==> config.mk <==
export PLATFORM = sky130hd
export DESIGN_NAME = bootloader
export DESIGN_NICKNAME = d
export VERILOG_FILES = /design/src/rtl/bootloader.sv
export SDC_FILE = /design/constraint.sdc
export NUM_CORES = 1
export LEC_CHECK = 0
export ABC_AREA = 1
export BUFFER_PORTS_ARGS = -buffer_cell sky130_fd_sc_hd__buf_4
export CORE_MARGIN = 8
export CORE_UTILIZATION = 54
export DETAILED_ROUTE_END_ITERATION = 16
export PLACE_DENSITY = 0.89
export SLEW_MARGIN = 25
export SYNTH_ARGS = -nofsm -noshare
export SYNTH_HDL_FRONTEND = slang
export SYNTH_SLANG_ARGS = --single-unit
==> constraint.sdc <==
create_clock -name clk -period 2 [get_ports clk]
set_clock_uncertainty 0.1 [all_clocks]
set_input_delay 0.4 -clock clk [delete_from_list [all_inputs] [get_ports clk]]
set_output_delay 0.4 -clock clk [all_outputs]
set_load 0.03 [all_outputs]
==> src/rtl/bootloader.sv <==
// Bootloader: streams a RAM_DEPTH-byte program image from a byte source into CPU RAM
// by requesting MAR-load and RAM-write cycles from the control unit, one byte at a time.
module bootloader #(
  parameter int DATA_WIDTH = 8,
  parameter int ADDR_WIDTH = 4,
  parameter int RAM_DEPTH  = 16
) (
  input  logic                  clk,
  input  logic                  rst,
  input  logic                  start,
  input  logic [DATA_WIDTH-1:0] byte_in,
  input  logic                  byte_valid,
  output logic                  byte_ready,
  input  logic                  boot_write_to_bus,
  output logic                  bootload_address,
  output logic                  bootload_ram,
  output logic [DATA_WIDTH-1:0] boot_data,
  output logic                  busy,
  output logic                  done
);

  typedef enum logic [2:0] {
    S_IDLE,
    S_RECV,
    S_ADDR,
    S_DATA,
    S_DONE
  } state_e;

  localparam logic [ADDR_WIDTH-1:0] LAST_ADDR = ADDR_WIDTH'(RAM_DEPTH - 1);

  state_e                 state_q, state_d;
  logic [ADDR_WIDTH-1:0]  addr_q, addr_d;
  logic [DATA_WIDTH-1:0]  byte_q, byte_d;

  // NOTE: sequential state uses non-blocking assignments so every register
  // samples the pre-edge values, independent of statement order.
  always_ff @(posedge clk) begin
    if (rst) begin
      state_q <= S_IDLE;
      addr_q  <= '0;
      byte_q  <= '0;
    end else begin
      state_q <= state_d;
      addr_q  <= addr_d;
      byte_q  <= byte_d;
    end
  end

  // NOTE: every signal written here gets a default first, so no path through
  // the case statement can leave one unassigned and infer a latch.
  always_comb begin
    state_d          = state_q;
    addr_d           = addr_q;
    byte_d           = byte_q;
    byte_ready       = 1'b0;
    bootload_address = 1'b0;
    bootload_ram     = 1'b0;
    boot_data        = '0;
    busy             = 1'b0;
    done             = 1'b0;

    unique case (state_q)
      S_IDLE: begin
        if (start) begin
          state_d = S_RECV;
          addr_d  = '0;
        end
      end

      S_RECV: begin
        byte_ready = 1'b1;
        busy       = 1'b1;
        if (byte_valid) begin
          byte_d  = byte_in;
          state_d = S_ADDR;
        end
      end

      S_ADDR: begin
        bootload_address = 1'b1;
        boot_data        = DATA_WIDTH'(addr_q);
        busy             = 1'b1;
        if (boot_write_to_bus) state_d = S_DATA;
      end

      S_DATA: begin
        bootload_ram = 1'b1;
        boot_data    = byte_q;
        busy         = 1'b1;
        if (boot_write_to_bus) begin
          // Terminate on the last address rather than letting the counter wrap.
          if (addr_q == LAST_ADDR) begin
            state_d = S_DONE;
          end else begin
            addr_d  = addr_q + 1'b1;
            state_d = S_RECV;
          end
        end
      end

      S_DONE: begin
        done = 1'b1;
        if (start) begin
          state_d = S_RECV;
          addr_d  = '0;
        end
      end

      default: state_d = S_IDLE;
    endcase
  end

endmodule

==> results.json, run 1 <==
{
  "synthesis.nets": 146,
  "wl_per_cell_um": 12.0,
  "fmax_mhz": 522,
  "drc_errors": 0,
  "synth_largest_area_cell": "dfxtp_1",
  "yosysSeqAreaShare_pct": 33.1,
  "fill_cells": 153,
  "clock_path_buffers": 2,
  "coreArea_mm2": 0.00165,
  "dieArea_mm2": 0.00325,
  "ios": 26,
  "syn_avg_cell_area_um2": 6.88,
  "numClockSinks": 15,
  "start_kind": "register",
  "place.port_buffers": 25,
  "ys_types": 24,
  "worst_pin_slew_ps": 422,
  "crit_path_cell_trace": "buf_4, nor2_8, inv_1, nor2_1, buf_4",
  "routed_via_density": 5.28,
  "synthXorXnorAreaFrac_pct": 0.964,
  "cts_max_level": 1,
  "grt_max_degree": 15,
  "worst_slack_ps": 85.1,
  "p_per_area_mw_per_mm2": 1390,
  "clkSlewWorstSetupHoldPaths_ps": 90,
  "drt_wl_total_um": 2100,
  "synth_top_area_share_pct": 33.1,
  "drive_above_1_share_pct": 35.4,
  "synthMuxAreaShare_pct": 0,
  "maxSlewHeadroom_pct": 71.9,
  "cts_buffers": 3,
  "path_max_fanout": 10,
  "endpoint_kind": "primary output",
  "pre_cts_slack_ps": 345,
  "worstSetupPathType": "reg -> out",
  "ys_ff_latch": 15,
  "max_stage_delay_ps": 370,
  "hold_class": "in -> reg",
  "cts_hold_buf": 0,
  "tns_ps": 0,
  "slew_violations": 0,
  "die_h_um": 57.0,
  "cp_top_family": "buffers and inverters",
  "post-route-period-util_pct": 95.7,
  "first_pass_iters": 4,
  "multiInputGateArea_um2": 504,
  "hold_violations": 0,
  "synthAdderAreaFrac_pct": 1.38,
  "netlist_instances": 132,
  "irDropWorstVdd_mv": 0.774,
  "cts_setup_buffers": 0,
  "cp_common_cell": "buf_4",
  "clkLatencyLatePin_ps": 290,
  "worst_path_max_delay_cell": "dfxtp_2",
  "crit_required_ps": 1500,
  "synth-compound-area-share_pct": 13.6,
  "gp_congestion": 0.822,
  "r2r_slack_ps": 510,
  "cts_root_buffer": "clkbuf_4",
  "antenna_cells": 0,
  "seqCellArea_um2": 304,
  "run_status": "finished, final reports clean",
  "period_needed_ps": 1910,
  "synthSimpleGateAreaFrac_pct": 39.5,
  "area_growth_pct": 24.1,
  "grt_setup_unrepaired": "no",
  "vias": 924,
  "finish.utilization_pct": 68.3,
  "grt_first_pass_wirelength_um": 3750,
  "p_leak_uw": 0.000558,
  "grt_remaining_overflow": 0,
  "synth_area_um2": 908,
  "fin_nets": 173,
  "antenna_found_initial": 0,
  "synthTopCellsByArea": "dfxtp_1 (33%), nor2_1 (11%), nand2_1 (9.1%)",
  "synth_warnings": 0,
  "drtIter0Drc": 15,
  "setup_viol": 0,
  "final_cell_mix": "nor2_1 (26), buf_4 (26), nand2_1 (22), inv_1 (17), dfxtp_1 (12)",
  "hold_ws_ps": 156,
  "grt_use_total_pct": 13.7,
  "cts_tree": "done",
  "hpwlAfterDp_um": 1710,
  "row_count": 15,
  "drtAntennaViolNets": 0,
  "worstPathArrival_ps": 1410,
  "die_x_um": 57.0,
  "synth_top_family_by_area": "simple AND/OR/NAND/NOR gates",
  "grt_pass1_vias": 936,
  "path_buf_inv": 3,
  "initial_core_util_pct": 55.0,
  "maxCapViolations": 0
}
## state kept, by name, summed over array words and instances (netlist names)
register  count
addr_q        4
byte_q        8
state_q       3
## path summary, 6_finish.rpt
path / start / to / cells past startpoint
worst max register to register: addr_q[1] / addr_q[0] / 6
worst max-delay path: state_q[2] / boot_data[5] / 5
worst min-delay path: rst / addr_q[2] / 2
worst min register to register: byte_q[7] / byte_q[7] / 2
## metrics by stage
step,area [µm²],cells,total power (µW)
floorplan,908,132,1160
global placement,1100,171,1350
detailed placement,1100,171,1390
CTS,1120,175,1570
global route,1130,175,1700
finish,1130,175,1560
## cells in the mapped netlist (all sizes together)
library cell and n:
nor2 35, nand2 27, inv 19, dfxtp 15, o21ai 11, nand3 7, a21oi 6, buf 4
a22o 2, nand4 2, clkinv 1, ha 1, nor3 1, xnor2 1
## where the power goes
group | switching, µW | leakage (µW) | internal [µW]
clock network | 105 | 0.0000177 | 74.4
registers | 94.5 | 0.000124 | 399
logic | 584 | 0.000416 | 305
total | 784 | 0.000558 | 779
## area by class of cell
| cell class | instances | share of cell area, % |
|---|---|---|
| clock buffer | 3 | 2.00 |
| inverter | 20 | 6.66 |
| multi-input combinational | 93 | 44.7 |
| clock inverter | 1 | 0.444 |
| tap | 17 | 1.89 |
| sequential | 15 | 27.0 |
| timing repair buffer | 26 | 17.3 |
## what timing repair did
action | CTS | global route
gates resized for setup | 0 | 3
endpoints found under the setup margin | 0 | 8
endpoints found under the hold margin | 0 | 0
## layer usage
layer	track usage (%)	vias up	part of all wire, %
li1	-	462	-
met1	14.5	426	40
met2	23.7	32	52
met3	4.66	4	7.0
met4	6.38	0	1.6
met5	0	-	0
## kinds of logic after synthesis
family,after synthesis
fa+ha+maj,1
simple gates,72
xor+xnor,1
buf+inv,24
flops,15
compound gates,19
Note: power is estimated with default switching activity, not from simulation.
==> run 2: changes to the inputs <==
--- a/config.mk
+++ b/config.mk
@@ -5,12 +5,12 @@
 export SDC_FILE = /design/constraint.sdc
 export NUM_CORES = 1
 export LEC_CHECK = 0
-export ABC_AREA = 1
+export ABC_AREA = 0
 export BUFFER_PORTS_ARGS = -buffer_cell sky130_fd_sc_hd__buf_4
 export CORE_MARGIN = 8
-export CORE_UTILIZATION = 54
+export CORE_UTILIZATION = 52
 export DETAILED_ROUTE_END_ITERATION = 16
-export PLACE_DENSITY = 0.89
+export PLACE_DENSITY = 0.87
 export SLEW_MARGIN = 25
 export SYNTH_ARGS = -nofsm -noshare
 export SYNTH_HDL_FRONTEND = slang
==> run 2 against run 1 <==
Net effect:
- global-route usage shrank 1.4 points
- maximum frequency grew 1.5%
- sequential cell count is the same
- sequential share of layout area grew 1.3 points
- non-clock buffer count grew 3
- die area shrank 3.7%
- synthesized cell count shrank 32%
- clock power is essentially flat
- first-iteration DRC count shrank 27%
- total power shrank 61%
- critical endpoint is now boot_data[0]
- largest cell class unchanged
- largest power group is now registers
- highest routed layer unchanged
==> results.json, run 2 <==
{
  "synth_largest_area_cell": "dfxtp_1",
  "final_cell_mix": "buf_4 (29), dfxtp_1 (15), nor2_1 (11), mux2i_1 (8), and2_1 (5)",
  "hold_violations": 0,
  "die_x_um": 55.9,
  "clock_path_buffers": 2,
  "worstPathArrival_ps": 1390,
  "endpoint_kind": "primary output",
  "slew_violations": 0,
  "dieArea_mm2": 0.00313,
  "synthTopCellsByArea": "dfxtp_1 (36%), mux2i_1 (9.7%), nor2_1 (5.0%)",
  "crit_required_ps": 1500,
  "synthesis.nets": 104,
  "die_h_um": 55.9,
  "syn_avg_cell_area_um2": 9.22,
  "fmax_mhz": 530,
  "maxSlewHeadroom_pct": 77.7,
  "start_kind": "register",
  "clkSlewWorstSetupHoldPaths_ps": 100,
  "rr_startpoint": "addr_q[0]",
  "path_max_fanout": 10,
  "hold-path-endpoint": "byte_q[7]",
  "ys_async_sr_fraction_pct": 0,
  "area_growth_pct": 28.1,
  "worst_pin_slew_ps": 333,
  "numClockSinks": 15,
  "place.port_buffers": 25,
  "antenna_found_initial": 0,
  "cts_tree": "done",
  "cts_max_level": 1,
  "first_pass_iters": 4,
  "place_area_mm2": 0.00103,
  "cts_setup_buffers": 0,
  "yosysSeqAreaShare_pct": 36.2,
  "row_count": 14,
  "netlist_instances": 90,
  "pre_cts_slack_ps": 324,
  "synth-main-ff-cell": "dfxtp_1",
  "grt_remaining_overflow": 0,
  "finish.utilization_pct": 70.5,
  "run_status": "finished, final reports clean",
  "antenna_cells": 0,
  "fin_nets": 131,
  "fill_cells": 114,
  "cts_root_buffer": "clkbuf_4",
  "synth.most_common_cell": "dfxtp_1",
  "ys_types": 36,
  "tns_ps": 0,
  "setup_viol": 0,
  "synth-edff-count": 0,
  "grt_pass1_vias": 758,
  "ys_ff_latch": 15,
  "drt_wl_total_um": 1900,
  "synth_area_um2": 830,
  "final_area_mm2": 0.00106,
  "final_common_cell": "buf_4",
  "cts_buffers": 3,
  "grt_max_degree": 15,
  "p_per_area_mw_per_mm2": 574,
  "r2r_slack_ps": 300,
  "synth_top_area_share_pct": 36.2,
  "worstSetupPathType": "reg -> out",
  "post_cts_resized": 0,
  "period_needed_ps": 1890,
  "hpwlAfterDp_um": 1490,
  "wl_per_cell_um": 14.4,
  "min_from": "byte_in[7]",
  "vias": 752,
  "holdPathStages": 3,
  "drc_errors": 0,
  "coreArea_mm2": 0.00151,
  "gp_congestion": 0.789,
  "drtIter0Drc": 11,
  "rr_endpoint": "addr_q[1]",
  "cts_hold_buf": 0,
  "drtAntennaViolNets": 0,
  "p_leak_uw": 0.000459,
  "worst_slack_ps": 114,
  "grt_setup_unrepaired": "no",
  "reg2regPathDepth": 4,
  "synth_warnings": 0,
  "grt_use_total_pct": 12.3,
  "synth_commonest_cells": "dfxtp_1 (15), nor2_1 (11), mux2i_1 (8)",
  "largest_register_ffs": 8,
  "clkLatencyLatePin_ps": 290,
  "irDropWorstVdd_mv": 0.483,
  "top_regs": "byte_q: 8 flops, addr_q: 4 flops, state_q: 3 flops",
  "drive_above_1_share_pct": 32.8,
  "post-route-period-util_pct": 94.3,
  "initial_core_util_pct": 55.1,
  "routed_via_density": 5.70,
  "ios": 26,
  "hold_class": "in -> reg",
  "grt_first_pass_wirelength_um": 3280,
  "maxCapViolations": 0,
  "regMostFlops": "byte_q"
}
## run 2: cell types whose count changed in the layout (fill, tap and decap cells not counted), moves of 4 or more
| cell | previous run | this run |
|---|---|---|
| nand2_1 | 22 | 1 |
| a22o_1 | 0 | 4 |
| nand3_1 | 7 | 3 |
| nor2_2 | 5 | 0 |
| and2_1 | 0 | 5 |
| nor2_1 | 26 | 11 |
| inv_1 | 17 | 1 |
| mux2i_1 | 0 | 8 |
| o21ai_0 | 9 | 1 |
## run 2: where the power goes
part	total, µW	internal, µW	switching, µW
registers	315	309	5.73
logic	118	53.4	64.5
clock network	177	74.3	103
## run 2: layer usage
layer | part of all wire [%] | GRT usage [%] | vias up
met5 | 0 | 0 | -
met4 | 1.8 | 5.15 | 0
met3 | 6.8 | 5.02 | 4
met2 | 47 | 21.0 | 18
met1 | 45 | 13.1 | 347
li1 | - | - | 383
## run 2: cell type report
type | instances | area, µm² | area share, %
timing repair buffer | 29 | 218 | 20.5
tap | 16 | 20.0 | 1.88
multi-input combinational | 67 | 493 | 46.4
clock buffer | 3 | 22.5 | 2.12
clock inverter | 1 | 5.00 | 0.471
inverter | 1 | 3.75 | 0.353
sequential | 15 | 300 | 28.3
## run 2: worst max-delay path by stage
stage | startpoint | endpoint | slack, ps | cells after the start
2_1_floorplan | state_q[2] | boot_data[0] | 20 | 3
3_3_place_gp | addr_q[0] | addr_q[1] | 380 | 4
3_5_place_dp | addr_q[0] | addr_q[1] | 320 | 4
4_1_cts | state_q[2] | boot_data[0] | 100 | 3
5_1_grt | state_q[0] | boot_data[1] | 1 | 3
6_report | state_q[2] | boot_data[0] | 110 | 3
## run 2: logic make-up after synthesis
| kind of cell | synth area share, % |
|---|---|
| AND/OR/NAND/NOR | 29.7 |
| adder cells (fa/ha/maj) | 1.51 |
| AO/OA/AOI/OAI | 17.2 |
| multiplexers | 9.65 |
| flip-flops | 36.2 |
| buffers and inverters | 5.73 |
## run 2: critical path, stage by stage, from the launching register on
cell and delay [ps]:
dfxtp_1 340, and3b_1 400, a22o_1 200, buf_4 160
## run 2: per-stage QoR
step	instances	hold WS, ps	power (µW)
after floorplan	90	352	394
after global placement	128	365	439
after detailed placement	128	379	441
after CTS	132	241	615
after global routing	132	237	642
final	132	240	610
